[config.mk]
export PLATFORM = sky130hd
export DESIGN_NAME = pin_attempt_controller
export DESIGN_NICKNAME = d
export VERILOG_FILES = /design/src/rtl/pin_attempt_controller.sv
export SDC_FILE = /design/constraint.sdc
export NUM_CORES = 1
export LEC_CHECK = 0
export BUFFER_PORTS_ARGS = -buffer_cell sky130_fd_sc_hd__buf_4
export CORE_ASPECT_RATIO = 0.9
export CORE_MARGIN = 2
export CORE_UTILIZATION = 57
export CTS_BUF_LIST = sky130_fd_sc_hd__clkbuf_2 sky130_fd_sc_hd__clkbuf_4 sky130_fd_sc_hd__clkbuf_8
export DETAILED_ROUTE_END_ITERATION = 8
export GPL_ROUTABILITY_DRIVEN = 0
export PLACE_DENSITY = 0.88
export SYNTH_ARGS = -nofsm -noshare
export SYNTH_HDL_FRONTEND = slang
export SYNTH_SLANG_ARGS = --single-unit
[constraint.sdc]
create_clock -name clk -period 2.3 [get_ports clk]
set_input_delay 0.115 -clock clk [delete_from_list [all_inputs] [get_ports clk]]
set_output_delay 0.115 -clock clk [all_outputs]
set_load 0.01 [all_outputs]
[src/rtl/pin_attempt_controller.sv]
// Attempt/lockout/session policy controller between the keypad front end and the PIN checker.
// Gates digit submits, counts consecutive failures, times lockouts and sessions, raises a sticky alarm.
//
// state   | meaning
// --------+-------------------------------------------------------------
// READY   | entry allowed; submits forwarded, verdict edges acted on
// LOCKOUT | too many failures; submits dropped until the timer expires
// SESSION | PIN approved; held open until the timer expires or logout
module pin_attempt_controller #(
    parameter int MAX_TRIES      = 3,
    parameter int LOCK_CYCLES    = 1000,
    parameter int SESSION_CYCLES = 500,
    parameter int ALARM_LOCKS    = 2,
    parameter int CNT_W          = 16
) (
    input  logic             clk,
    input  logic             reset,
    input  logic             key_submit,
    input  logic             logout,
    input  logic             chk_correct,
    input  logic             chk_incorrect,
    output logic             chk_submit,
    output logic             chk_clear,
    output logic             locked,
    output logic             session,
    output logic [1:0]       fail_count,
    output logic [CNT_W-1:0] timer,
    output logic             alarm
);

    localparam logic [1:0] ST_READY   = 2'd0;
    localparam logic [1:0] ST_LOCKOUT = 2'd1;
    localparam logic [1:0] ST_SESSION = 2'd2;

    localparam logic [2:0]       MAX_T     = 3'(MAX_TRIES);
    localparam logic [1:0]       ALARM_T   = 2'(ALARM_LOCKS);
    localparam logic [CNT_W-1:0] LOCK_LOAD = CNT_W'(LOCK_CYCLES - 1);
    localparam logic [CNT_W-1:0] SESS_LOAD = CNT_W'(SESSION_CYCLES - 1);

    logic [1:0] state;
    logic       cor_q;
    logic       inc_q;
    logic [1:0] lock_count;
    logic       cor_rise;
    logic       inc_rise;
    logic [2:0] fail_inc;
    logic [1:0] lock_next;

    assign cor_rise  = chk_correct & ~cor_q;
    assign inc_rise  = chk_incorrect & ~inc_q;
    assign fail_inc  = {1'b0, fail_count} + 3'd1;
    assign lock_next = (lock_count == 2'd3) ? 2'd3 : lock_count + 2'd1;

    assign locked  = (state == ST_LOCKOUT);
    assign session = (state == ST_SESSION);

    always_ff @(posedge clk) begin
        if (!reset) begin
            state      <= ST_READY;
            chk_submit <= 1'b0;
            chk_clear  <= 1'b1;
            fail_count <= 2'd0;
            timer      <= '0;
            alarm      <= 1'b0;
            lock_count <= 2'd0;
            cor_q      <= 1'b0;
            inc_q      <= 1'b0;
        end else begin
            cor_q      <= chk_correct;
            inc_q      <= chk_incorrect;
            chk_submit <= 1'b0;
            chk_clear  <= 1'b0;
            case (state)
                ST_READY: begin
                    chk_submit <= key_submit;
                    // a simultaneous correct edge is discarded: incorrect wins
                    if (inc_rise) begin
                        if (fail_inc == MAX_T) begin
                            state      <= ST_LOCKOUT;
                            timer      <= LOCK_LOAD;
                            fail_count <= 2'd0;
                            chk_clear  <= 1'b1;
                            lock_count <= lock_next;
                            if (lock_next >= ALARM_T) begin
                                alarm <= 1'b1;
                            end
                        end else begin
                            fail_count <= fail_inc[1:0];
                        end
                    end else if (cor_rise) begin
                        state      <= ST_SESSION;
                        timer      <= SESS_LOAD;
                        fail_count <= 2'd0;
                    end
                end
                ST_LOCKOUT: begin
                    if (timer == '0) begin
                        state     <= ST_READY;
                        chk_clear <= 1'b1;
                    end else begin
                        timer <= timer - 1'b1;
                    end
                end
                ST_SESSION: begin
                    if (logout || timer == '0) begin
                        state     <= ST_READY;
                        timer     <= '0;
                        chk_clear <= 1'b1;
                    end else begin
                        timer <= timer - 1'b1;
                    end
                end
                default: begin
                    state <= ST_READY;
                    timer <= '0;
                end
            endcase
        end
    end

endmodule

[Word-level counts from Yosys, hierarchy flattened]
Index checks and enable logic that the tools add are counted.
Cells by class
  add/subtract/negate cells: 3
  magnitude comparators: 1
  equality and inequality tests: 9
  mux-type cells: 21
  bitwise operators: 4
  reduce and logical (&&, ||, !) cells: 10
Operator list (count)
  $mux 16: 5
  $pmux 16 s3: 1
  $mux 2: 9
  $logic_not 16->1: 1
  $sub 16x1->16 const B: 1
  $reduce_and 4->1: 2
  $ne 3x3->1 const B: 2
  $pmux 2 s3: 1
  $reduce_and 3->1: 2
  $eq 2x2->1 const B: 2
  $mux 1: 4
  $ne 2x1->1 const B: 2
  $reduce_and 2->1: 2
  $add 2x1->3 const B: 1
  $eq 3x2->1 const B: 1
  $pmux 1 s3: 1
  $add 2x1->2 const B: 1
  $and 1x1->1: 2
  $eq 2x1->1 const B: 1
  $ge 2x2->1 const B: 1
  $logic_not 2->1: 1
  $ne 2x2->1 const B: 1
  $not 1->1: 2
  $reduce_bool 2->1: 1
  $logic_or 1x1->1: 1
Storage, ports and cells
  register bits after elaboration: 27
  input bits: 6
  output and inout bits: 23
  word-level logic and storage cells: 57

[Longest topological paths before layout]
Gate-level depths: netlist of the first run.
  depth after elaboration: 5
  depth in mapped cells: 8
  depth with buffers taken out: 7

[Worst setup path after synthesis of the first run]
Ideal clock, no wire load.
  path kind: register -> register
  from: register timer[0]
  to: register timer[12]
  library setup time: 0.070 ns
  arrival: 1.755 ns
  required time: 2.230 ns
  slack: 0.475 ns
  stages on the path, launching flop included: 8
  path buffers: 0
  period minus slack after synthesis: 1.825 ns
  path through: dfxtp_1 > inv_1 > ha_1 > nor4b_2 > nand4_2 > o21ai_4 > or4b_1 > a21oi_1
Between the ends
  cells in the longest elaborated chain, start to end: 4
  elaborated cells on any way between the ends: 8
  those cells by class: 1 x add/sub; 1 x eq/ne; 3 x mux; 3 x reduce/logical
RTL lines
  from (decl): RTL line 27  | output logic [CNT_W-1:0] timer,
  from (signal assigned): RTL line 101  | timer <= timer - 1'b1;
  from (signal assigned): RTL line 110  | timer <= timer - 1'b1;
  branches (longest 4 deep; another with $sub 16x1->16)
Parallel ways; which one is timed is not known. The select of a mux whose other input is x is not followed.
A chain may end at the register's enable or synchronous reset.

[Worst setup path after layout of the first run]
Ends and elaborated chain as after synthesis.

==> results of run 1 <==
## cells in the final DEF (no fill, tap or decap), types with 4 or more instances in the layout
cell type and count:
a31oi_1 4, inv_1 8, o21ai_0 9, dfxtp_1 27, clkbuf_4 4, nand2_1 16, o22ai_1 5, nor2_1 19
nand2b_1 5, nor3_1 6, buf_4 29, a21oi_1 20
## sequential cells by signal, indices dropped and copies added (netlist names)
| register | flops |
|---|---|
| cor_q | 1 |
| chk_clear | 1 |
| alarm | 1 |
| timer | 16 |
| inc_q | 1 |
| lock_count | 2 |
| state | 2 |
| chk_submit | 1 |
| fail_count | 2 |
## power by group through the flow
| stage | registers, mW | clock network [mW] | logic (mW) |
|---|---|---|---|
| after detailed placement | 0.588 | 0 | 0.471 |
| final | 0.579 | 0.223 | 0.482 |
| after CTS | 0.578 | 0.225 | 0.476 |
| after global routing | 0.588 | 0.240 | 0.529 |
| after floorplan | 0.589 | 0 | 0.324 |
| after global placement | 0.583 | 0 | 0.454 |
## final timing paths
| kind | start | endpoint | slack [ns] | depth (start not counted) |
|---|---|---|---|---|
| max | timer[0] | timer[12] | 0.18 | 7 |
| min | key_submit | chk_submit | 0.007 | 2 |
| max reg2reg | timer[0] | timer[12] | 0.18 | 7 |
| min reg2reg | alarm | alarm | 0.49 | 2 |
## routing by layer
layer | GRT usage [%] | wire, um | up-vias | share of wire (%)
met4 | 7.36 | 60 | 0 | 1.6
li1 | - | - | 725 | -
met1 | 32.6 | 1600 | 703 | 43
met2 | 44.3 | 1780 | 77 | 48
met5 | 0 | 0 | - | 0
met3 | 7.41 | 264 | 12 | 7.1
## logic make-up (layout without fill, tap and decap cells)
family | Yosys count | in the layout
XOR/XNOR | 3 | 3
buffers and inverters | 14 | 44
flip-flops | 27 | 27
adder cells (fa/ha/maj) | 2 | 2
AO/OA/AOI/OAI | 56 | 56
AND/OR/NAND/NOR | 79 | 79
## cell type report
class	count	area (um2)	area share [%]
inverter	9	33.8	1.90
timing repair buffer	31	238	13.4
multi-input combinational	140	903	50.7
tap	28	35.0	1.97
clock buffer	4	30.0	1.69
sequential	27	541	30.4
## timing repair
action / 4_1_cts / 5_1_grt
hold buffers: 2 / 0
endpoints found under the hold margin: 2 / 0
setup endpoints to repair: 0 / 0
## per-stage QoR
| step | cells | utilization (%) | cell area (um2) | setup WS [ns] | hold WS, ns |
|---|---|---|---|---|---|
| 5_1_grt | 239 | 71.5 | 1780 | 0.0433 | 0.0109 |
| 4_1_cts | 239 | 71.5 | 1780 | 0.225 | 0.00449 |
| 2_1_floorplan | 181 | - | 1510 | 0.475 | 0.237 |
| 6_report | 239 | 71.5 | 1780 | 0.183 | 0.00713 |
| 3_3_place_gp | 233 | 69.5 | 1730 | 0.366 | 0.325 |
| 3_5_place_dp | 233 | 69.5 | 1730 | 0.257 | 0.347 |
## synthesized netlist by cell type (all sizes together)
cell     count  area [um2]
and2         3        20.0
or4b         1        10.0
o31ai        1        7.51
a31oi        4        25.0
o32ai        2        25.0
nand3        3        15.0
nor4bb       1        10.0
clkinv       1        3.75
nand4        1        12.5
and4bb       1        16.3
nand2b       5        31.3
nor2        19        71.3
o22ai        5        31.3
nor3b        2        20.0
ha           2        25.0
buf          4        26.3
and3         3        18.8
a22oi        1        7.51
dfxtp       27         541
o211ai       2        15.0
nor4b        2        23.8
nand3b       1        7.51
nor3         8        50.1
o2111ai      2        17.5
or3          2        13.8
a21oi       22         118
inv          8        30.0
nor2b        3        18.8
nand2       17        66.3
a21o         1        7.51
a211oi       2        15.0
and4         2        17.5
or4          2        22.5
clkbuf       1        3.75
xor2         3        26.3
o41ai        1        8.76
a2111o       1        12.5
o21ai       12        78.8
nor4         3        37.5
==> flow_metrics.py, run 1 <==
metrics = {
    "power": {
        "vdd_ir_drop_max_mv": 0.532,
        "power_leakage_nw": 0.724,
        "p_comb_share_pct": 37.5,
        "pwr-share-clk_pct": 17.4,
        "power.share.switching_pct": 38.0,
        "p_seq_share_pct": 45.1,
        "cellInternalPower_uw": 797,
        "finalPower_mw": 1.28,
        "p_sw_uw": 488,
        "power_density_nw_per_um2": 721,
    },
    "global_routing": {
        "grt_max_degree": 17,
        "first_global_vias": 1376,
        "antenna_found_initial": 0,
        "overflow": 0,
        "grt_pass1_wl_um": 6070,
        "grt_usage_pct": 26.2,
    },
    "critical_path": {
        "worstPathRequired_ns": 2.57,
        "path_cells": "inv_1, ha_1, nor3b_2, and2_2, nand2_2, or4b_1, a21oi_1",
        "cp.arrival_ns": 2.39,
        "setup.worst_path.start_class": "flip-flop",
        "crit_buf_inv": 1,
        "worst_setup_path_end_kind": "flip-flop",
        "path_max_fanout": 6,
        "slowest_stage": "or4b_1",
        "crit_family": "simple AND/OR/NAND/NOR gates",
        "critPathMaxStageDelay_ns": 0.49,
        "path_class": "flip-flop to flip-flop",
    },
    "routing": {
        "totalWireLength_um": 3700,
        "first_iter_violations": 68,
        "dr.pass1.iters": 4,
        "via_count": 1517,
        "vias_per_cell": 6.35,
        "drt.antenna.violating_nets": 0,
        "routedWlPerCell_um": 15.5,
        "drc": 0,
    },
    "sta": {
        "hold_viol": 0,
        "drv_slew": 0,
        "clock.fmax_mhz": 472,
        "finalSetupTns_ns": 0,
        "clock_skew_ns": 0.00733,
        "rsz0062_at_grt": "no",
        "min_period_over_period_pct": 92.1,
        "maxSlewHeadroom_pct": 66.2,
        "period_needed_ns": 2.12,
        "worstMarginPinSlew_ns": 0.504,
        "finalSetupViolations": 0,
    },
    "clocking": {
        "cts_tree": "yes",
        "cts_sinks": 27,
        "cts_buffer_depth": 2,
        "cts_root_buf": "clkbuf_4",
        "clkTransAtPathRegs_ns": 0.15,
        "clk_latency_ns": 0.33,
        "cts_setup_buffers": 0,
        "h-tree-depth": 1,
        "post_cts_resized": 0,
        "numCtsBuffers": 3,
    },
    "finish": {
        "area_delta_synth_final_pct": 18.1,
        "final_nets": 220,
        "final.fill_count": 206,
        "drive_gt1_share_pct": 25.6,
        "antenna_cells": 0,
    },
    "flow_run": {
        "max-cap-violations": 0,
    },
    "logic_synthesis": {
        "syn-cell-area_um2": 1510,
        "yosys_warnings": 0,
        "synthCells": 181,
        "synth_xor_area_share_pct": 1.74,
        "synth-adder-area-share_pct": 1.66,
        "synth_top_family_by_area": "simple AND/OR/NAND/NOR gates",
        "synthSimpleGateAreaFrac_pct": 32.0,
        "ys_seq_area_share_pct": 35.9,
        "synth-seq-cells": 27,
        "synth.distinct_cells": 50,
        "synth_nets": 189,
        "synthMuxAreaShare_pct": 0,
        "synth_compound_area_share_pct": 24.5,
        "syn_area_per_cell_um2": 8.33,
    },
    "floorplanning": {
        "die-area_um2": 3070,
        "die_w_um": 58.2,
        "rows": 17,
        "die_h_um": 52.8,
        "ios": 29,
        "initial_utilization_pct": 60.6,
        "core-area_um2": 2490,
    },
    "outcome": {
        "status": "finished, final reports clean",
    },
    "placement": {
        "io_buffers": 28,
        "post-dp-hpwl_um": 2720,
    },
    "min_path": {
        "min_path_type": "input pin to flip-flop",
    },
}
Note: power is estimated with default switching activity, not from simulation.
==> run 2, diff against run 1 <==
Settings changed: CORE_ASPECT_RATIO 0.9 to 2, CTS_CLUSTER_DIAMETER set to 100, TNS_END_PERCENT set to 10.
==> run 2 against run 1 <==
  * Clock power grew 30%
  * Critical path depth grew 1
  * Power grew 9.3%
  * Clock skew shrank 0.0032 ns
  * Worst hold slack gained 0.031 ns
  * Cell count grew 1.3%
  * Design area grew 2.6%
  * Critical path type unchanged
  * Fmax grew 0.61%
==> flow_metrics.py, run 2 (synthesis results as in run 1) <==
metrics = {
    "outcome": {
        "status": "finished, final reports clean",
    },
    "routing": {
        "routedWlPerCell_um": 17.3,
        "dr.pass1.iters": 4,
        "vias_per_cell": 6.60,
        "first_iter_violations": 102,
        "totalWireLength_um": 4190,
        "drc": 0,
        "via_count": 1596,
        "drt.antenna.violating_nets": 0,
    },
    "sta": {
        "clock.fmax_mhz": 475,
        "worstMarginPinSlew_ns": 0.683,
        "clock_skew_ns": 0.00417,
        "hold_viol": 0,
        "maxSlewHeadroom_pct": 54.3,
        "finalSetupTns_ns": 0,
        "whs_ns": 0.0379,
        "finalSetupViolations": 0,
        "rsz0062_at_grt": "no",
        "drv_slew": 0,
        "min_period_over_period_pct": 91.5,
        "period_needed_ns": 2.10,
    },
    "finish": {
        "layout_commonest_cell": "buf_4",
        "mostFrequentLayoutCells": "buf_4, dfxtp_1, a21oi_1",
        "area_delta_synth_final_pct": 21.2,
        "regArea_um2": 541,
        "utilization_pct": 72.0,
        "drive_gt1_share_pct": 28.0,
        "antenna_cells": 0,
        "largest_register_ff_count": 16,
        "final.fill_count": 192,
        "stdcell_area_um2": 1830,
        "final_nets": 223,
        "multi_input_area_um2": 913,
        "regMostFlops": "timer",
    },
    "global_routing": {
        "grt_pass1_wl_um": 6880,
        "overflow": 0,
        "grt_usage_pct": 31.1,
        "grt_max_degree": 17,
        "antenna_found_initial": 0,
        "first_global_vias": 1480,
    },
    "flow_run": {
        "max-cap-violations": 0,
    },
    "power": {
        "p_seq_share_pct": 41.2,
        "power_density_nw_per_um2": 768,
        "pwr-share-clk_pct": 20.6,
        "power_leakage_nw": 0.755,
        "power.share.switching_pct": 37.2,
        "p_sw_uw": 522,
        "p_comb_share_pct": 38.2,
        "cellInternalPower_uw": 881,
        "vdd_ir_drop_max_mv": 0.504,
    },
    "min_path": {
        "min_path_cells": 2,
        "min_to": "cor_q",
        "hold_start": "chk_correct",
        "min_path_type": "input pin to flip-flop",
    },
    "floorplanning": {
        "die_w_um": 40.4,
        "initial_utilization_pct": 59.4,
        "rows": 26,
        "ios": 29,
        "die-area_um2": 3100,
        "core-area_um2": 2540,
        "die_h_um": 76.7,
    },
    "clocking": {
        "clk_latency_ns": 0.28,
        "cts_root_buf": "clkbuf_8",
        "numCtsBuffers": 3,
        "cts_tree": "yes",
        "cts_sinks": 27,
        "postCtsHoldBufs": 0,
        "cts_buffer_depth": 2,
        "h-tree-depth": 1,
        "clkTransAtPathRegs_ns": 0.09,
    },
    "placement": {
        "io_buffers": 28,
        "post-dp-hpwl_um": 3010,
        "placed_cell_area_um2": 1750,
    },
    "critical_path": {
        "slowest_stage": "or4b_1",
        "rr_startpoint": "timer[0]",
        "cp.arrival_ns": 2.32,
        "critPathMaxStageDelay_ns": 0.49,
        "path_class": "flip-flop to flip-flop",
        "rrSetupSlack_ns": 0.20,
        "rr_endpoint": "timer[12]",
        "rr_worst_depth": 8,
        "setup.worst_path.start_class": "flip-flop",
        "worst_setup_path_end_kind": "flip-flop",
        "path_max_fanout": 6,
        "path_cells": "inv_1, ha_1, nor4b_4, nand4_2, o21ai_4, buf_4, or4b_1, a21oi_1",
        "worstPathRequired_ns": 2.52,
    },
}
-- run 2: cell count changes in the layout (fill, tap and decap cells not counted), sizes merged --
cell	before	now
dlygate4sd3	2	0
buf	29	34
-- run 2: critical path: cells and delay by family, from the launching register on --
kind | cells | cell delay, ns
AOI/OAI and AO/OA | 2 | 0.24
adders and majority gates | 1 | 0.23
buffers and inverters | 2 | 0.29
DFF | 1 | 0.44
and+or+nand+nor | 3 | 0.84
-- run 2: worst max path at each step --
stage / startpoint / to / slack, ns / cells past startpoint
final: timer[0] / timer[12] / 0.20 / 8
after global routing: timer[0] / timer[12] / 0.04 / 8
after CTS: timer[0] / timer[4] / 0.20 / 7
after detailed placement: timer[0] / timer[4] / 0.25 / 7
after global placement: timer[0] / timer[14] / 0.40 / 7
after floorplan: timer[0] / timer[12] / 0.48 / 7
-- run 2: final cells by class --
type	count	share of cell area (%)
clock buffer	4	2.67
inverter	9	1.85
multi-input combinational	140	50.0
sequential	27	29.6
tap	28	1.92
timing repair buffer	34	14.0
-- run 2: metrics by stage --
stage                     std cells  setup WS (ns)  total power, mW
after floorplan                 181          0.475            0.914
after global placement          235          0.399             1.06
after detailed placement        235          0.250             1.08
after CTS                       239          0.203             1.36
after global routing            242         0.0425             1.48
final                           242          0.195             1.40
-- run 2: routing by layer --
layer | vias up | wire (um) | share of wire [%] | GRT usage (%)
met5 | - | 0 | 0 | 0
li1 | 727 | - | - | -
met4 | 0 | 197 | 4.7 | 20.7
met1 | 754 | 1430 | 34 | 33.9
met2 | 90 | 2300 | 55 | 48.6
met3 | 25 | 252 | 6.0 | 7.80
-- run 2: what timing repair did --
item,in CTS,in global routing
gates resized for setup,0,2
endpoints found under the setup margin,0,9
buffers inserted,0,3
-- run 2: power by group through the flow --
stage / logic, mW / clock network, mW / registers, mW
floorplan: 0.324 / 0 / 0.589
global placement: 0.478 / 0 / 0.580
detailed placement: 0.497 / 0 / 0.585
CTS: 0.502 / 0.287 / 0.574
global route: 0.591 / 0.301 / 0.587
finish: 0.536 / 0.289 / 0.578
==> run 3, diff against run 2 <==
Clock period 2.3 ns to 2.36 ns, I/O delays scaled along.
==> run 3 against run 2 <==
  * Fmax rose by 1.9%
  * Combinational power down 11%
  * Sequential cell count did not move
  * Wire length down 6.6%
  * Non-clock buffer count fell by 5
  * Worst hold slack improved by 0.010 ns
  * First-iteration DRC count fell by 48%
  * Clock power is 9.7% lower
  * Worst setup slack better by 0.10 ns
  * Register-to-register slack better by 0.10 ns
  * Critical path depth is 1 lower
  * Power fell by 7.5%
  * Highest routed layer unchanged
==> flow_metrics.py, run 3 (synthesis results as in run 1) <==
metrics = {
    "outcome": {
        "status": "finished, final reports clean",
    },
    "sta": {
        "min_period_over_period_pct": 87.5,
        "clock.fmax_mhz": 484,
        "maxSlewHeadroom_pct": 54.0,
        "clock_skew_ns": 0.00271,
        "drv_slew": 0,
        "hold_viol": 0,
        "worstMarginPinSlew_ns": 0.687,
        "rsz0062_at_grt": "no",
        "whs_ns": 0.0484,
        "finalSetupTns_ns": 0,
        "period_needed_ns": 2.06,
        "finalSetupViolations": 0,
    },
    "critical_path": {
        "worst_setup_path_end_kind": "flip-flop",
        "slowest_stage": "o21ai_4",
        "setup.worst_path.start_class": "flip-flop",
        "path_max_fanout": 16,
        "worstPathRequired_ns": 2.57,
        "critPathMaxStageDelay_ns": 0.44,
        "path_class": "flip-flop to flip-flop",
        "cp.arrival_ns": 2.27,
        "path_cells": "inv_1, ha_1, nor4b_2, nand4_2, o21ai_4, o21ai_0, a21oi_1",
    },
    "finish": {
        "utilization_pct": 70.0,
        "final.fill_count": 210,
        "drive_gt1_share_pct": 25.8,
        "area_delta_synth_final_pct": 17.8,
        "antenna_cells": 0,
        "layout_commonest_cell": "buf_4",
        "mostFrequentLayoutCells": "buf_4, dfxtp_1, a21oi_1",
        "regMostFlops": "timer",
        "final_nets": 218,
        "largest_register_ff_count": 16,
        "finalNonFillerCells": 237,
    },
    "routing": {
        "via_count": 1488,
        "totalWireLength_um": 3910,
        "wl_met1_um": 1400,
        "routedWlPerCell_um": 16.5,
        "first_iter_violations": 53,
        "drt.antenna.violating_nets": 0,
        "vias_per_cell": 6.28,
        "wl_met2_um": 2160,
        "highest_layer": "met4",
        "drc": 0,
        "dr.pass1.iters": 4,
        "wl_met3_um": 198,
    },
    "clocking": {
        "postCtsHoldBufs": 0,
        "post_cts_resized": 0,
        "clk_latency_ns": 0.27,
        "clkTransAtPathRegs_ns": 0.09,
        "cts_sinks": 27,
        "h-tree-depth": 1,
        "cts_tree": "yes",
        "numCtsBuffers": 3,
        "cts_setup_buffers": 0,
        "cts_buffer_depth": 2,
        "cts_root_buf": "clkbuf_8",
    },
    "placement": {
        "post-dp-hpwl_um": 2930,
        "dp.cells": 233,
        "io_buffers": 28,
    },
    "global_routing": {
        "grt_usage_pct": 28.3,
        "grt_pass1_wl_um": 6460,
        "antenna_found_initial": 0,
        "overflow": 0,
        "grt_max_degree": 17,
        "first_global_vias": 1405,
    },
    "floorplanning": {
        "die_h_um": 76.7,
        "rows": 26,
        "die_w_um": 40.4,
        "core-area_um2": 2540,
        "ios": 29,
        "die-area_um2": 3100,
        "initial_utilization_pct": 59.4,
    },
    "power": {
        "power_density_nw_per_um2": 730,
        "vdd_ir_drop_max_mv": 0.538,
        "finalPower_mw": 1.30,
        "power_leakage_nw": 0.723,
    },
    "min_path": {
        "min_path_type": "input pin to flip-flop",
    },
    "flow_run": {
        "max-cap-violations": 0,
    },
}
-- run 3: power by group --
group	switching (mW)	total (mW)	internal, mW
combinational	0.277	0.476	0.199
sequential	0.0622	0.560	0.498
clock	0.143	0.261	0.118
total	0.482	1.30	0.815
-- run 3: final cells by class --
type	count	area [um2]	share of cell area [%]
clock buffer	3	41.3	2.32
clock inverter	1	5.00	0.282
inverter	9	33.8	1.90
multi-input combinational	140	903	50.8
sequential	27	541	30.4
tap	28	35.0	1.97
timing repair buffer	29	218	12.3
-- run 3: worst paths after layout --
path	cells after the start	slack, ns	endpoint	from
worst min register to register	2	0.45	alarm	alarm
worst min-delay path	2	0.05	cor_q	chk_correct
worst max-delay path	7	0.30	timer[10]	timer[0]
worst max register to register	7	0.30	timer[10]	timer[0]
-- run 3: metal layers --
| layer | vias up | global-route usage (%) |
|---|---|---|
| li1 | 720 | - |
| met1 | 691 | 34.2 |
| met2 | 59 | 46.5 |
| met3 | 18 | 4.34 |
| met4 | 0 | 11.3 |
| met5 | - | 0 |
-- run 3: through the flow --
step                worst slack, ns  instance area, um2
global placement              0.431                1730
detailed placement            0.336                1730
CTS                           0.309                1780
finish                        0.296                1780
global route                  0.111                1780
floorplan                     0.535                1510
-- run 3: worst max-delay path, delay by kind of cell (launching register included) --
| kind | cells | cell delay (ns) |
|---|---|---|
| buffers and inverters | 1 | 0.13 |
| adder cells (fa/ha/maj) | 1 | 0.15 |
| flip-flops | 1 | 0.37 |
| AND/OR/NAND/NOR | 2 | 0.59 |
| AO/OA/AOI/OAI | 3 | 0.76 |
